### src/rtl/adpcm_pkg.sv
// Shared IMA/DVI ADPCM constants: step table, index adjustment, limits and FSM states.
// Used by both the ADPCM encoder and decoder.
package adpcm_pkg;

    localparam int unsigned IDX_MAX = 88;

    localparam logic signed [15:0] PCM_MAX = 16'sh7FFF;
    localparam logic signed [15:0] PCM_MIN = 16'sh8000;

    typedef enum logic [1:0] {
        ST_IDLE,
        ST_CALC,
        ST_UPD
    } adpcm_state_t;

    localparam logic [14:0] STEP_TABLE [0:88] = '{
        15'd7,     15'd8,     15'd9,     15'd10,    15'd11,    15'd12,    15'd13,    15'd14,
        15'd16,    15'd17,    15'd19,    15'd21,    15'd23,    15'd25,    15'd28,    15'd31,
        15'd34,    15'd37,    15'd41,    15'd45,    15'd50,    15'd55,    15'd60,    15'd66,
        15'd73,    15'd80,    15'd88,    15'd97,    15'd107,   15'd118,   15'd130,   15'd143,
        15'd157,   15'd173,   15'd190,   15'd209,   15'd230,   15'd253,   15'd279,   15'd307,
        15'd337,   15'd371,   15'd408,   15'd449,   15'd494,   15'd544,   15'd598,   15'd658,
        15'd724,   15'd796,   15'd876,   15'd963,   15'd1060,  15'd1166,  15'd1282,  15'd1411,
        15'd1552,  15'd1707,  15'd1878,  15'd2066,  15'd2272,  15'd2499,  15'd2749,  15'd3024,
        15'd3327,  15'd3660,  15'd4026,  15'd4428,  15'd4871,  15'd5358,  15'd5894,  15'd6484,
        15'd7132,  15'd7845,  15'd8630,  15'd9493,  15'd10442, 15'd11487, 15'd12635, 15'd13899,
        15'd15289, 15'd16818, 15'd18500, 15'd20350, 15'd22385, 15'd24623, 15'd27086, 15'd29794,
        15'd32767
    };

    // Indexed by code magnitude; small magnitudes shrink the step, large ones grow it.
    localparam logic signed [4:0] IDX_ADJ [0:7] = '{
        -5'sd1, -5'sd1, -5'sd1, -5'sd1, 5'sd2, 5'sd4, 5'sd6, 5'sd8
    };

endpackage

### src/rtl/adpcm_step_rom.sv
// Combinational step-index to quantiser-step lookup.
// Out-of-range indices return the largest step.
module adpcm_step_rom #(
    parameter int unsigned IDX_W = 7
) (
    input  logic [IDX_W-1:0] index,
    output logic [14:0]      step
);
    import adpcm_pkg::*;

    always_comb begin
        step = STEP_TABLE[IDX_MAX];
        if (index <= IDX_W'(IDX_MAX)) begin
            step = STEP_TABLE[index];
        end
    end

endmodule

### src/rtl/adpcm_decoder.sv
// IMA/DVI ADPCM decoder: one 4-bit code to one signed PCM sample every 5 clocks.
// Optional first-order delta-sigma output when ADPCM_DEC_PDM_OUT_EN is defined.
module adpcm_decoder #(
    parameter int unsigned PCM_W = 16,
    parameter int unsigned IDX_W = 7
) (
    input  logic             clk,
    input  logic             rst_n,
    input  logic             enable,
    input  logic             code_valid,
    input  logic [3:0]       code_in,
    output logic             code_ready,
    output logic             pcm_valid,
    output logic [PCM_W-1:0] pcm_out,
    output logic [IDX_W-1:0] step_index
`ifdef ADPCM_DEC_PDM_OUT_EN
    ,
    output logic             pdm_out
`endif
);
    import adpcm_pkg::*;

    localparam int unsigned SUM_W  = PCM_W + 2;
    localparam int unsigned DIFF_W = 17;

    adpcm_state_t state, state_nxt;

    logic [1:0]              cnt;
    logic [3:0]              code_r;
    logic [14:0]             step_r;
    logic [14:0]             rom_step;
    logic [DIFF_W-1:0]       diff;
    logic [DIFF_W-1:0]       addend;
    logic signed [SUM_W-1:0] pred_ext;
    logic signed [SUM_W-1:0] diff_ext;
    logic signed [SUM_W-1:0] sum;
    logic [PCM_W-1:0]        pcm_sat;
    logic signed [IDX_W:0]   idx_sum;
    logic [IDX_W-1:0]        idx_nxt;
    logic                    accept;

    adpcm_step_rom #(.IDX_W(IDX_W)) u_step_rom (
        .index (step_index),
        .step  (rom_step)
    );

    // rst_n is folded in so the handshake stays closed while reset is held.
    assign code_ready = rst_n && enable && (state == ST_IDLE);
    assign accept     = code_ready && code_valid;

    always_ff @(posedge clk or negedge rst_n) begin
        if (!rst_n) begin
            state <= ST_IDLE;
        end else begin
            state <= state_nxt;
        end
    end

    always_comb begin
        state_nxt = state;
        if (!enable) begin
            state_nxt = ST_IDLE;
        end else begin
            case (state)
                ST_IDLE: if (code_valid) state_nxt = ST_CALC;
                ST_CALC: if (cnt == 2'd2) state_nxt = ST_UPD;
                ST_UPD:  state_nxt = ST_IDLE;
                default: state_nxt = ST_IDLE;
            endcase
        end
    end

    // One magnitude bit per CALC cycle, MSB first.
    always_comb begin
        addend = '0;
        case (cnt)
            2'd0:    if (code_r[2]) addend = DIFF_W'(step_r);
            2'd1:    if (code_r[1]) addend = DIFF_W'(step_r >> 1);
            default: if (code_r[0]) addend = DIFF_W'(step_r >> 2);
        endcase
    end

    always_comb begin
        pred_ext = SUM_W'($signed(pcm_out));
        diff_ext = $signed(SUM_W'(diff));
        sum      = code_r[3] ? (pred_ext - diff_ext) : (pred_ext + diff_ext);
        if (sum > $signed(SUM_W'(PCM_MAX))) begin
            pcm_sat = PCM_W'(PCM_MAX);
        end else if (sum < $signed(SUM_W'(PCM_MIN))) begin
            pcm_sat = PCM_W'(PCM_MIN);
        end else begin
            pcm_sat = sum[PCM_W-1:0];
        end
    end

    always_comb begin
        idx_sum = $signed({1'b0, step_index}) + (IDX_W+1)'(IDX_ADJ[code_r[2:0]]);
        if (idx_sum[IDX_W]) begin
            idx_nxt = '0;
        end else if (idx_sum > $signed((IDX_W+1)'(IDX_MAX))) begin
            idx_nxt = IDX_W'(IDX_MAX);
        end else begin
            idx_nxt = idx_sum[IDX_W-1:0];
        end
    end

    always_ff @(posedge clk or negedge rst_n) begin
        if (!rst_n) begin
            pcm_out    <= '0;
            step_index <= '0;
            pcm_valid  <= 1'b0;
            cnt        <= '0;
            code_r     <= '0;
            step_r     <= '0;
            diff       <= '0;
        end else if (!enable) begin
            pcm_out    <= '0;
            step_index <= '0;
            pcm_valid  <= 1'b0;
            cnt        <= '0;
        end else begin
            pcm_valid <= 1'b0;
            case (state)
                ST_IDLE: begin
                    if (accept) begin
                        code_r <= code_in;
                        step_r <= rom_step;
                        diff   <= DIFF_W'(rom_step >> 3);
                        cnt    <= '0;
                    end
                end
                ST_CALC: begin
                    diff <= diff + addend;
                    cnt  <= cnt + 2'd1;
                end
                ST_UPD: begin
                    pcm_out    <= pcm_sat;
                    step_index <= idx_nxt;
                    pcm_valid  <= 1'b1;
                end
                default: ;
            endcase
        end
    end

`ifdef ADPCM_DEC_PDM_OUT_EN
    // Offset-binary input; the carry out of the 16-bit accumulator is the bitstream.
    logic [16:0] pdm_acc;

    always_ff @(posedge clk or negedge rst_n) begin
        if (!rst_n) begin
            pdm_acc <= '0;
        end else if (!enable) begin
            pdm_acc <= '0;
        end else begin
            pdm_acc <= {1'b0, pdm_acc[15:0]} + {1'b0, pcm_out[15:0] ^ 16'h8000};
        end
    end

    assign pdm_out = pdm_acc[16];
`endif

endmodule

### config.mk
export PLATFORM = sky130hd
export DESIGN_NAME = adpcm_decoder
export DESIGN_NICKNAME = d
export VERILOG_FILES = /design/src/rtl/adpcm_pkg.sv /design/src/rtl/adpcm_step_rom.sv /design/src/rtl/adpcm_decoder.sv
export SDC_FILE = /design/constraint.sdc
export NUM_CORES = 1
export LEC_CHECK = 0
export ABC_AREA = 1
export BUFFER_PORTS_ARGS = -buffer_cell sky130_fd_sc_hd__buf_2
export CORE_UTILIZATION = 25
export CTS_CLUSTER_DIAMETER = 100
export DETAILED_ROUTE_END_ITERATION = 7
export SLEW_MARGIN = 20
export SYNTH_ARGS = -nofsm -noshare
export SYNTH_HDL_FRONTEND = slang
export SYNTH_SLANG_ARGS = --single-unit
### constraint.sdc
create_clock -name clk -period 2.93 [get_ports clk]
set_clock_uncertainty 0.1 [all_clocks]
set_input_delay 0.1465 -clock clk [delete_from_list [all_inputs] [get_ports clk]]
set_output_delay 0.1465 -clock clk [all_outputs]
set_load 0.01 [all_outputs]
==> out/summary.md <==
The clock tree synthesis step divided the H-tree into 3 levels. After clock tree synthesis, the clock-pin slew on the worst setup and hold paths is 0.06 ns. For the starting density of the core, the log shows 0.257. For this block, the initial DRC count from the detailed router was 510. The run gives 0 as the total grt overflow. The logs give 8 for the number of hold violations in the final report and 4.79 nW for the leakage power of the design. The tools report the final estimated routing congestion in global placement as 0.953.

In the final design database the tool counted 1264 nets. The worst hold path belongs to the class in2async. After detailed routing, the number of remaining DRC violations is 0. The placed instances occupy a cell area of 0.00837 mm^2.

The number of clock buffers added by TritonCTS is 9. Remaining number of nets flagged by the antenna check after routing: 0. Counting stages on the worst path, the most repeated cell is nand2_2. The run gives -0.0130 ns as the worst hold margin. The tools report the critical path data arrival time as 3.19 ns. The run gives 3119 as the number of fill cells. The tools report the total routed wirelength as 24000 um.

The async set-or-reset flop fraction in the synthesized netlist is 1.00. The tools report the I/O pin count as 33. Counting flops and latches in the post-synthesis netlist gives 64. The run gives 1573 as the post-layout instance count excluding filler cells. VDD sags by at most 291 uV. After technology mapping, the gate count stands at 1069. At the pin with the least slew margin, the transition time is 0.903 ns. The routed design could run at a clock period as short as 3.06 ns. The worst path required time came out at 3.06 ns. The worst setup slack after layout was -0.130 ns; the post-route fraction of the period consumed by the critical path was 1.04.

The detail-routed via count per cell is 4.89, and the top achievable clock speed is 327 MHz. During synthesis, Yosys emitted a total of 0 warnings. Once detailed placement completed, the half-perimeter wirelength came to 18400 um. The fraction of post-synthesis cell area in the top cell type by area works out to 0.222. For the placeable core region, the log shows 0.0281 mm^2.

The tools report the number of antenna violations at the first check in global routing as 0. The die is 172 um wide. The flow ran to the end, but the final reports show violations. The signal on the critical path passes through inv_2 > ha_4 > nand2_4 > o31ai_4 > o21ai_2 > nor2_4 > xor2_1 > ha_1 > nand2_2 > inv_2 > nand2_1 > a21oi_2 > nor2_2 > nand2_2 > nor2_4 > nand2_2 > nand2_4 > nand2_8 > nand3_2 > nand3_2. The via count of the first global-routing pass was 7413; the number of input and output port buffers inserted was 32. After synthesis, the most frequently instantiated cells are nand2_1, inv_1, nand3_1.

At the placement stage, the worst setup path has a slack of -0.151 ns. In this run the mean area of a mapped cell was 6.74 um^2. The overall via count from detail_route came out at 7699.

In this run the register-to-register setup slack is -0.13 ns. Setup repair after global routing could not meet its margin everywhere. The checks that failed: negative hold slack, negative setup slack.

The fraction of the yosys area taken by sequential cells was 0.222. In the post-synthesis netlist, the biggest area contributors are dfrtp_1, nand2_1, ha_1. The worst setup path is captured at a flip-flop. The floorplan has 61 rows. Max-cap violations in this run came to 0. TritonCTS built the clock tree.

The number of synthesized flops with an enable pin was 0; the number of setup violations in the final report was 15. Along the worst path, the maximum fanout reaches 7. Layout overhead on the synthesized area: 28.3%. The logs give 0.167 for the overall global routing resource usage and 64 for the total clock sinks.

The clock reaches the later pin of the worst-skew pair after 0.35 ns. The largest stage delay on the critical path works out to 0.38 ns. CTS placed an instance of clkbuf_16 at the clock tree root. The class of the most critical setup path is reg2reg.

The first TritonRoute pass finished after 5 iterations. From bottom edge to top edge, the die measures 172 um. The first global-routing pass estimated 38300 um of wire.

The final count of pins violating max slew was 0; the total negative setup slack was -1.55 ns. Yosys mapped the design onto 55 distinct sky130hd cell types. The cell area power density was 574 mW/mm^2; the largest net degree at the start of global routing was 65.

The max-slew headroom at the worst pin was 0.391. The dominant cell by count in the synthesized netlist was nand2_1. After detailed routing, the average wire length per cell comes to 15.3 um. The tools report the final antenna diode count as 0.

The tools report the synthesized net count as 1143. Counting tap cells, the placed design contains a total of 1536 instances. The floorplan step defined a die boundary enclosing 0.0295 mm^2. The worst setup path is launched from a flip-flop. The netlist area before placement came out at 0.00721 mm^2.

Cell taking the most area after synthesis: dfrtp_1. The largest individual stage delay along the critical path comes from the cell dfrtp_1. The fraction of layout cells with a size suffix above 1 was 0.252. For the clock tree buffer depth, the log shows 2.

In the synthesized netlist the dominant register cell turns out to be dfrtp_1. The final design area excluding fillers came out at 0.00925 mm^2.
==> layout by cell type (no fill, tap or decap), types with 3 or more instances in the layout <==
cell             n
ha_1            51
o21bai_1         4
clkbuf_16       10
o221ai_2         6
dfrtp_1         64
buf_4          103
dlygate4sd3_1    5
a21o_1           3
fa_1             3
nor3_1          10
nand2_1        259
nand2_4          8
nand2_2         28
o221ai_1         7
or2_2            6
a31oi_1         10
inv_2           14
inv_1          116
o211ai_1        10
buf_6            4
xor2_1          30
o21ai_1          8
o22ai_1          5
nor2_1          66
nand3_1         77
a21oi_2         13
a21oi_1         49
o21ai_0         75
ha_4            10
xnor2_1          7
nor2_2           5
nor2_4           8
buf_2           32
a22oi_1          8
nand4_1          7
nand3_2         30
o21a_1           3
==> per-stage QoR <==
stage                      util  total power [W]  hold WS (ns)
final                     0.329          0.00531       -0.0130
after global routing      0.329          0.00571        0.0491
after CTS                 0.315          0.00504        0.0257
after detailed placement  0.298          0.00377         0.289
after global placement    0.298          0.00374         0.275
after floorplan               -          0.00281        -0.249
==> sequential cells by signal (all words and copies together), names as in the netlist <==
signal / count
step_r: 15
step_index: 7
code_r: 4
cnt: 2
state: 2
pcm_valid: 1
pcm_out: 16
diff: 17
==> per-layer routing <==
metal / part of all wire / vias to the layer above / track usage
met1: 0.45 / 3601 / 0.208
met4: 0.029 / 0 / 0.0600
li1: - / 3820 / -
met3: 0.053 / 44 / 0.0276
met2: 0.47 / 234 / 0.287
met5: 0 / - / 0
==> repair_timing <==
| action | 4_1_cts | 5_1_grt |
|---|---|---|
| resized for setup | 13 | 73 |
| hold endpoints to repair | 5 | 0 |
| hold buffers | 5 | 0 |
| cloned | 1 | 2 |
| buffers inserted | 3 | 10 |
| pin swaps | 8 | 23 |
| setup endpoints to repair | 16 | 28 |
==> report_power, final <==
part           leakage [nW]  switching, W  internal (W)
sequential            0.851      0.000100      0.000991
combinational          3.78       0.00173       0.00135
clock                 0.149      0.000429      0.000707
total                  4.79       0.00226       0.00305
==> kinds of logic (layout without fill, tap and decap cells) <==
logic type / after synthesis / in the layout / share of synthesized area
DFF: 64 / 64 / 0.222
buffers and inverters: 170 / 295 / 0.102
adders and majority gates: 66 / 66 / 0.118
xor gates and xnor gates: 37 / 37 / 0.0450
and+or+nand+nor: 514 / 515 / 0.333
AOI/OAI and AO/OA: 218 / 218 / 0.180
==> worst max-delay path: cells and delay by family, from the launching register on <==
family	cells	cell delay (ns)
adders and majority gates	2	0.46
xor gates and xnor gates	1	0.18
DFF	1	0.38
AOI/OAI and AO/OA	3	0.40
and+or+nand+nor	12	1.27
buffers and inverters	2	0.17
==> worst paths after layout <==
check / from / end / cells after the start
min reg2reg: step_r[7] / step_r[7] / 2
max reg2reg: diff[1] / pcm_out[5] / 20
max: diff[1] / pcm_out[5] / 20
max in group asynchronous: rst_n / step_r[12] / 2
min: rst_n / pcm_out[3] / 2
min in group clk: code_valid / state[0] / 3
==> layout make-up <==
type / instances / area (um^2) / share of cell area
multi-input combinational: 836 / 5290 / 0.572
sequential: 64 / 1600 / 0.173
timing repair buffer: 146 / 1070 / 0.116
inverter: 133 / 502 / 0.0543
tap: 378 / 473 / 0.0512
clock buffer: 12 / 256 / 0.0277
clock inverter: 4 / 51.3 / 0.00555
Power figures use the tool's default switching activity.
